### config.mk
export PLATFORM = sky130hd
export DESIGN_NAME = cla_chunk_seq
export DESIGN_NICKNAME = d
export VERILOG_FILES = /design/src/rtl/cla_pkg.sv /design/src/rtl/cla.sv /design/src/rtl/cla_chunk_seq.sv
export SDC_FILE = /design/constraint.sdc
export NUM_CORES = 1
export LEC_CHECK = 0
export CAP_MARGIN = 20
export CORE_AREA = 5 5 75 77
export CTS_CLUSTER_DIAMETER = 50
export DETAILED_ROUTE_END_ITERATION = 10
export DIE_AREA = 0 0 80 82
export GPL_TIMING_DRIVEN = 0
export PLACE_DENSITY = 0.95
export SKIP_LAST_GASP = 1
export SLEW_MARGIN = 10
export SYNTH_ARGS = -nofsm -noshare
export SYNTH_HDL_FRONTEND = slang
export SYNTH_HIERARCHICAL = 1
export SYNTH_SLANG_ARGS = --single-unit
### constraint.sdc
create_clock -name clk -period 3.52 [get_ports clk]
set_input_delay 0.704 -clock clk [delete_from_list [all_inputs] [get_ports clk]]
set_output_delay 0.704 -clock clk [all_outputs]
set_load 0.01 [all_outputs]
### src/rtl/cla_pkg.sv
// Shared types and helpers for the chunked carry-lookahead adder.
// Holds the sequencer state encoding and the slice-index width helper.
package cla_pkg;

  typedef enum logic [1:0] {
    IDLE,
    RUN,
    DONE
  } cla_seq_state_t;

  // Index counter width; a single-slice case still needs one bit.
  function automatic int idx_width(input int words);
    return (words > 1) ? $clog2(words) : 1;
  endfunction

endpackage

### src/rtl/cla.sv
// Combinational carry-lookahead adder without carry-in.
// o_z holds the WIDTH-bit sum with the carry-out in its MSB.
module cla #(
  parameter int WIDTH = 4
) (
  input  logic [WIDTH-1:0] i_a,
  input  logic [WIDTH-1:0] i_b,
  output logic [WIDTH:0]   o_z
);

  logic [WIDTH-1:0] w_g;
  logic [WIDTH-1:0] w_p;
  logic [WIDTH:0]   w_c;

  assign w_g = i_a & i_b;
  assign w_p = i_a ^ i_b;

  // Each carry is the flattened sum of products g[j] & p[j+1..i], no ripple chain.
  always_comb begin
    logic w_term;
    // NOTE: every variable gets a default first so no path leaves it unassigned (no latch).
    w_term = 1'b0;
    w_c    = '0;
    for (int i = 0; i < WIDTH; i++) begin
      for (int j = 0; j <= i; j++) begin
        w_term = w_g[j];
        for (int k = j + 1; k <= i; k++) begin
          w_term = w_term & w_p[k];
        end
        w_c[i+1] = w_c[i+1] | w_term;
      end
    end
  end

  assign o_z = {w_c[WIDTH], w_p ^ w_c[WIDTH-1:0]};

endmodule

### src/rtl/cla_chunk_seq.sv
// Multi-cycle wide adder: streams CHUNK-bit slices, LSB first, through one shared cla,
// chaining the carry in a register. Valid/ready handshake on both sides.
module cla_chunk_seq
  import cla_pkg::*;
#(
  parameter int CHUNK = 4,
  parameter int WORDS = 4
) (
  input  logic                   clk,
  input  logic                   rst,
  input  logic                   in_valid,
  output logic                   in_ready,
  input  logic [CHUNK*WORDS-1:0] a,
  input  logic [CHUNK*WORDS-1:0] b,
  output logic                   out_valid,
  input  logic                   out_ready,
  output logic [CHUNK*WORDS:0]   sum
);

  localparam int W  = CHUNK * WORDS;
  localparam int IW = idx_width(WORDS);

  cla_seq_state_t r_state;
  logic [W-1:0]   r_a;
  logic [W-1:0]   r_b;
  logic [W:0]     r_sum;
  logic           r_carry;
  logic [IW-1:0]  r_idx;
  logic           r_in_ready;
  logic           r_out_valid;

  logic [CHUNK+1:0] w_z;
  logic [CHUNK-1:0] w_slice;
  logic             w_cout;
  logic             w_unused_z0;

  // Forcing the low operand bit to 1 turns the no-carry-in cla into one with carry-in r_carry.
  cla #(.WIDTH(CHUNK + 1)) u_cla (
    .i_a({r_a[CHUNK-1:0], 1'b1}),
    .i_b({r_b[CHUNK-1:0], r_carry}),
    .o_z(w_z)
  );

  assign w_slice     = w_z[CHUNK:1];
  assign w_cout      = w_z[CHUNK+1];
  assign w_unused_z0 = w_z[0];

  // NOTE: state registers use non-blocking assignments so every flop samples pre-edge values.
  always_ff @(posedge clk or posedge rst) begin
    if (rst) begin
      r_state     <= IDLE;
      r_a         <= '0;
      r_b         <= '0;
      r_sum       <= '0;
      r_carry     <= 1'b0;
      r_idx       <= '0;
      r_in_ready  <= 1'b1;
      r_out_valid <= 1'b0;
    end else begin
      case (r_state)
        IDLE: begin
          if (in_valid) begin
            r_a        <= a;
            r_b        <= b;
            r_sum      <= '0;
            r_carry    <= 1'b0;
            r_idx      <= '0;
            r_in_ready <= 1'b0;
            r_state    <= RUN;
          end
        end
        RUN: begin
          r_a              <= r_a >> CHUNK;
          r_b              <= r_b >> CHUNK;
          r_sum[W-1:0]     <= {w_slice, r_sum[W-1:CHUNK]};
          r_carry          <= w_cout;
          r_idx            <= r_idx + IW'(1);
          if (r_idx == IW'(WORDS - 1)) begin
            r_sum[W]    <= w_cout;
            r_out_valid <= 1'b1;
            r_state     <= DONE;
          end
        end
        DONE: begin
          if (out_ready) begin
            r_out_valid <= 1'b0;
            r_in_ready  <= 1'b1;
            r_state     <= IDLE;
          end
        end
        default: begin
          r_in_ready  <= 1'b1;
          r_out_valid <= 1'b0;
          r_state     <= IDLE;
        end
      endcase
    end
  end

  assign in_ready  = r_in_ready;
  assign out_valid = r_out_valid;
  assign sum       = r_sum;

`ifdef FORMAL
  logic [W-1:0] r_a_acc;
  logic [W-1:0] r_b_acc;

  always_ff @(posedge clk or posedge rst) begin
    if (rst) begin
      r_a_acc <= '0;
      r_b_acc <= '0;
    end else if (r_state == IDLE && in_valid) begin
      r_a_acc <= a;
      r_b_acc <= b;
    end
  end

  always_comb begin
    if (!rst && r_out_valid) assert (r_sum == ({1'b0, r_a_acc} + {1'b0, r_b_acc}));
    if (!rst) assert (r_in_ready == (r_state == IDLE));
  end
`endif

endmodule

# ---- Word level (Yosys, flattened, before mapping)
# Index checks and enable logic that the tools add are counted.
# Widths: inputs -> output; s select.
dict set report word_totals {
  out_inout_bits 19
  ff_bits 56
  wordCells 68
  input_bits 36
}
dict set report op_classes {
  addsub 1
  n_bitwise 25
  reduce_logical 7
  n_mux 20
  n_eq_ne 6
}
# op n
set ops {}
lappend ops {{$pmux 16 s2} 2}
lappend ops {{$pmux 17 s2} 1}
lappend ops {{$mux 16} 2}
lappend ops {{$mux 17} 1}
lappend ops {{$reduce_and 3->1} 4}
lappend ops {{$and 1x1->1} 10}
lappend ops {{$or 1x1->1} 10}
lappend ops {{$xor 5x5->5} 2}
lappend ops {{$mux 2} 4}
lappend ops {{$ne 2x2->1 const B} 3}
lappend ops {{$pmux 1 s3} 2}
lappend ops {{$pmux 2 s3} 1}
lappend ops {{$and 5x5->5} 1}
lappend ops {{$mux 1} 5}
lappend ops {{$eq 2x2->1 const B} 2}
lappend ops {{$pmux 2 s2} 1}
lappend ops {{$add 2x1->2 const B} 1}
lappend ops {{$eq 2x1->1 const B} 1}
lappend ops {{$logic_not 2->1} 1}
lappend ops {{$not 1->1} 2}
lappend ops {{$pmux 1 s2} 1}
lappend ops {{$reduce_and 2->1} 1}
lappend ops {{$reduce_bool 2->1} 1}

# ---- Logic depth before layout (Yosys ltp)
dict set report logic_depth {
  depth_word 11
  ltp_mapped 7
  ltp_nobuf 7
}

# ---- Hierarchy
# Netlist, hierarchy kept.
# mod n_inst cells_per_inst area_per_inst_um2 seq_area_each_um2
set modules_own_cells {}
lappend modules_own_cells {cla_chunk_seq 1 215 2404.8 1402.6}
lappend modules_own_cells {cla 1 16 163.9 0.0}

# ---- Worst setup path after synthesis
# No wires, ideal clock.
dict set report synth_path {
  path_type {flip-flop to flip-flop}
  from {register r_a[0]}
  to {register r_sum[16] (netlist: sum[16])}
  period_less_slack_ns 1.614
  t_arrival_ns 1.486
  required_time_ns 3.393
  path_stages_with_launch 8
  n_path_buf 0
  path_slack_ns 1.906
  setup_time_ns 0.127
  path_cell_list {dfrtp_1 -> ha_1 -> ha_1 -> o211ai_2 -> nand2_1 -> a21o_1 -> a31oi_1 -> o21ai_0}
}
dict set report synth_via {
  elab_chain_cells 11
  elab_cells_between_ends 15
  classes_between {2 x mux; 13 x bitwise}
}
# element line
set synth_rtl {}
lappend synth_rtl {{start, declared} cla_chunk_seq.sv:24} ;# logic [W-1:0] r_a;
lappend synth_rtl {{start signal, assigned} cla_chunk_seq.sv:73} ;# r_a <= r_a >> CHUNK;
lappend synth_rtl {{$xor 5x5->5} cla.sv:16} ;# assign w_p = i_a ^ i_b;
lappend synth_rtl {{$and 1x1->1 (4 in series)} cla.sv:28} ;# w_term = w_term & w_p[k];
lappend synth_rtl {{$or 1x1->1 (*) (4 in series)} cla.sv:30} ;# w_c[i+1] = w_c[i+1] | w_term;
lappend synth_rtl {{named net w_z[5]} cla_chunk_seq.sv:32} ;# logic [CHUNK+1:0] w_z;
lappend synth_rtl {{$mux 1 (*)} cla_chunk_seq.sv:78} ;# if (r_idx == IW'(WORDS - 1)) begin
lappend synth_rtl {{$pmux 17 s2 (*)} cla_chunk_seq.sv:60} ;# case (r_state)
lappend synth_rtl {{end signal, assigned by index} cla_chunk_seq.sv:75} ;# r_sum[W-1:0] <= {w_slice, r_sum[W-1:CHUNK]};
lappend synth_rtl {{end signal, assigned by index} cla_chunk_seq.sv:79} ;# r_sum[W] <= w_cout;
lappend synth_rtl {{end, declared} cla_chunk_seq.sv:26} ;# logic [W:0] r_sum;
# The timed path passes the listed nets; every way through them passes the cells marked *. The select of a mux whose other input is x is not followed.
# A chain may end at the register's enable or synchronous reset.

# ---- Worst setup path after layout
dict set report layout_path {
  from {register r_in_ready (netlist: in_ready)}
  to {output in_ready}
}
# element line
set layout_lines {}
lappend layout_lines {{start, declared} cla_chunk_seq.sv:29} ;# logic r_in_ready;
lappend layout_lines {{start signal, assigned} cla_chunk_seq.sv:57} ;# r_in_ready <= 1'b1;
lappend layout_lines {{start signal, assigned} cla_chunk_seq.sv:68} ;# r_in_ready <= 1'b0;
lappend layout_lines {{start signal, assigned} cla_chunk_seq.sv:87} ;# r_in_ready <= 1'b1;
lappend layout_lines {{end, declared} cla_chunk_seq.sv:12} ;# output logic in_ready,
# No word-level cell between the ends.

==> impl_metrics.yaml <==
outcome:
  status: "completed"
run:
  drv_cap: 0
synthesis:
  synth.distinct_cells: 36
  ys_top_cells_by_count: "55 x dfrtp_1, 25 x a21oi_1, 24 x a22o_1, 24 x o22ai_1"
  synthArstFlopShare_pct: 100
  synth-edff-count: 0
  yosysWarnings: 6
  synth-seq-cells: 56
  synth_ff_type: "dfrtp_1"
  synth_area_per_cell_um2: 11.1
  synth_top_cell_by_area: "dfrtp_1"
  synth_top_area_share_pct: 53.6
  yosys.cell_count.top_type: "dfrtp_1"
  syn-num-nets: 275
  yosys-top-cells-area: "dfrtp_1 54%, a22o_1 8.2%, o22ai_1 5.8%"
  yosysSeqAreaShare_pct: 54.6
  syn_inst: 231
  synth_area_um2: 2570
floorplanning:
  die_area_um2: 6560
  rows: 26
  initial_core_util_pct: 51.9
  die_y_um: 82
  io_pins: 55
  core_um2: 4940
  dieWidth_um: 80
route:
  wire_per_inst_um: 17.1
  drt-total-wl_um: 6230
  ant_nets: 0
  vias: 2128
  drt_iter0_drc: 132
  routed_via_density: 5.85
  drc: 0
  drt-pass1-iter-count: 4
place:
  place_congestion: 0.848
  place_area_um2: 3220
  pre_cts_ws_ns: 1.28
  hpwl_um: 4500
  numPortBuffers: 54
grt:
  grt_max_degree: 39
  track_usage_pct: 20.5
  overflow: 0
  grt_pass1_vias: 2247
  antenna_found_initial: 0
  grt_pass1_wl_um: 10500
power_and_ir_drop:
  p_comb_share_pct: 49.8
  p_sw_uw: 1170
  leakage_uw: 0.00142
  powerDensity_nw_per_um2: 903
  clkPwrFrac_pct: 11.2
  p_total_uw: 2980
  p_seq_share_pct: 39.0
  ir_worst_vdd_mv: 0.522
  p_int_uw: 1810
  switching_share_pct: 39.2
cells_and_area:
  num-fill-cells: 370
  finalCoreUtilization_pct: 66.8
  fin_nets: 337
  area_growth_pct: 28.5
  drive_gt1_share_pct: 11.2
  design_area_um2: 3300
  antenna_cells: 0
setup_path:
  worstPathArrival_ns: 1.39
  crit_required_ns: 2.82
  crit_type: "reg2out"
  rrSetupSlack_ns: 1.70
  cp-end-kind: "output pin"
  cpMaxStageDelayCell: "dfstp_2"
  crit_path_start_kind: "register"
  worstPathMaxFanout: 3
  critPathMaxStageDelay_ns: 0.56
  crit_buf_inv: 1
  crit_family: "flip-flops"
  cp_cell_sequence: "clkdlybuf4s50_1"
timing:
  final.period_utilization_pct: 59.5
  setup_slack_ns: 1.43
  finalSetupTns_ns: 0
  skew_ns: 0.0123
  fmax_ghz: 0.478
  min_period_ns: 2.09
  rsz0062_at_grt: "false"
  slew_violations: 0
  setup_violations: 0
  final_hold_viol_count: 0
clock_tree:
  cts_tree: "yes"
  numCtsBuffers: 5
  clockBufferDepth: 2
  cts_setup_buffers: 0
  cts_hold_buf: 0
  cts_resized: 0
  path_clk_slew_ns: 0.09
  clk-insertion-delay-late_ns: 0.30
  clockRootBuffer: "clkbuf_8"
  htreeDepth: 2
  cts.sinks: 56
hold_path:
  hold_path.class: "reg2reg"
## stage by stage
step | instances | hold slack, ns
floorplan | 231 | 0.464
finish | 364 | 0.501
CTS | 364 | 0.504
global placement | 355 | 0.480
detailed placement | 356 | 0.487
global route | 364 | 0.533
## power by group through the flow
stage	combinational [uW]	clock, uW	sequential [uW]
3_3_place_gp	1390	0	1150
6_report	1480	335	1160
3_5_place_dp	1470	0	1170
5_1_grt	1640	368	1200
4_1_cts	1480	346	1160
2_1_floorplan	969	0	1150
## placed cells by master, fill, tap and decap left out, drive strengths merged, types with 2 or more instances in the layout
cell / n
dfrtp: 55
clkdlybuf4s50: 54
a21oi: 25
a22o: 24
o22ai: 24
buf: 17
inv: 11
o21ai: 9
nor3b: 8
o22a: 8
nand2: 8
clkbuf: 8
ha: 7
nor2: 6
nor4b: 3
nor3: 3
a211oi: 3
nor2b: 3
nand2b: 3
xor2: 2
## final timing paths
check                                       endpoint  depth (start not counted)                  from
worst max-delay path                        in_ready                          1  in_ready$_DFFE_PP1P_
worst min-delay path            r_idx[0]$_DFFE_PP0P_                          1  r_idx[0]$_DFFE_PP0P_
worst max register to register   sum[16]$_DFFE_PP0P_                          7    r_b[0]$_DFFE_PP0P_
worst min register to register  r_idx[0]$_DFFE_PP0P_                          1  r_idx[0]$_DFFE_PP0P_
max in group asynchronous       in_ready$_DFFE_PP1P_                          3                   rst
min in group asynchronous         sum[3]$_DFFE_PP0P_                          2                   rst
## cells by family after synthesis
logic type,Yosys count,share of synthesized area [%]
xor gates and xnor gates,3,1.02
adders and majority gates,8,4.19
DFF,56,54.6
and+or+nand+nor,35,8.23
other,1,0.146
AOI/OAI and AO/OA,99,26.2
buffers and inverters,29,5.65
## routing by layer
layer | vias up | GRT usage, % | routed length [um]
li1 | 977 | - | -
met5 | - | 0 | 0
met4 | 0 | 6.59 | 108
met2 | 102 | 36.0 | 3150
met3 | 12 | 3.73 | 432
met1 | 1037 | 25.6 | 2540
## flip-flops by register name (all words and copies together) (netlist names)
name       cells
sum           17
r_a           16
r_b           16
r_idx          2
r_state        2
in_ready       1
out_valid      1
r_carry        1
## area by class of cell
| cell class | count | area, um2 | share of cell area, % |
|---|---|---|---|
| plain buffers | 18 | 104 | 3.15 |
| clock buffers | 6 | 72.6 | 2.20 |
| clock inverters | 2 | 12.5 | 0.379 |
| inverters | 11 | 41.3 | 1.25 |
| multi-input cells | 146 | 1020 | 30.9 |
| flip-flops and latches | 56 | 1400 | 42.5 |
| well taps | 70 | 87.6 | 2.65 |
| repair buffers | 55 | 561 | 17.0 |
Note: power is estimated with default switching activity, not from simulation.
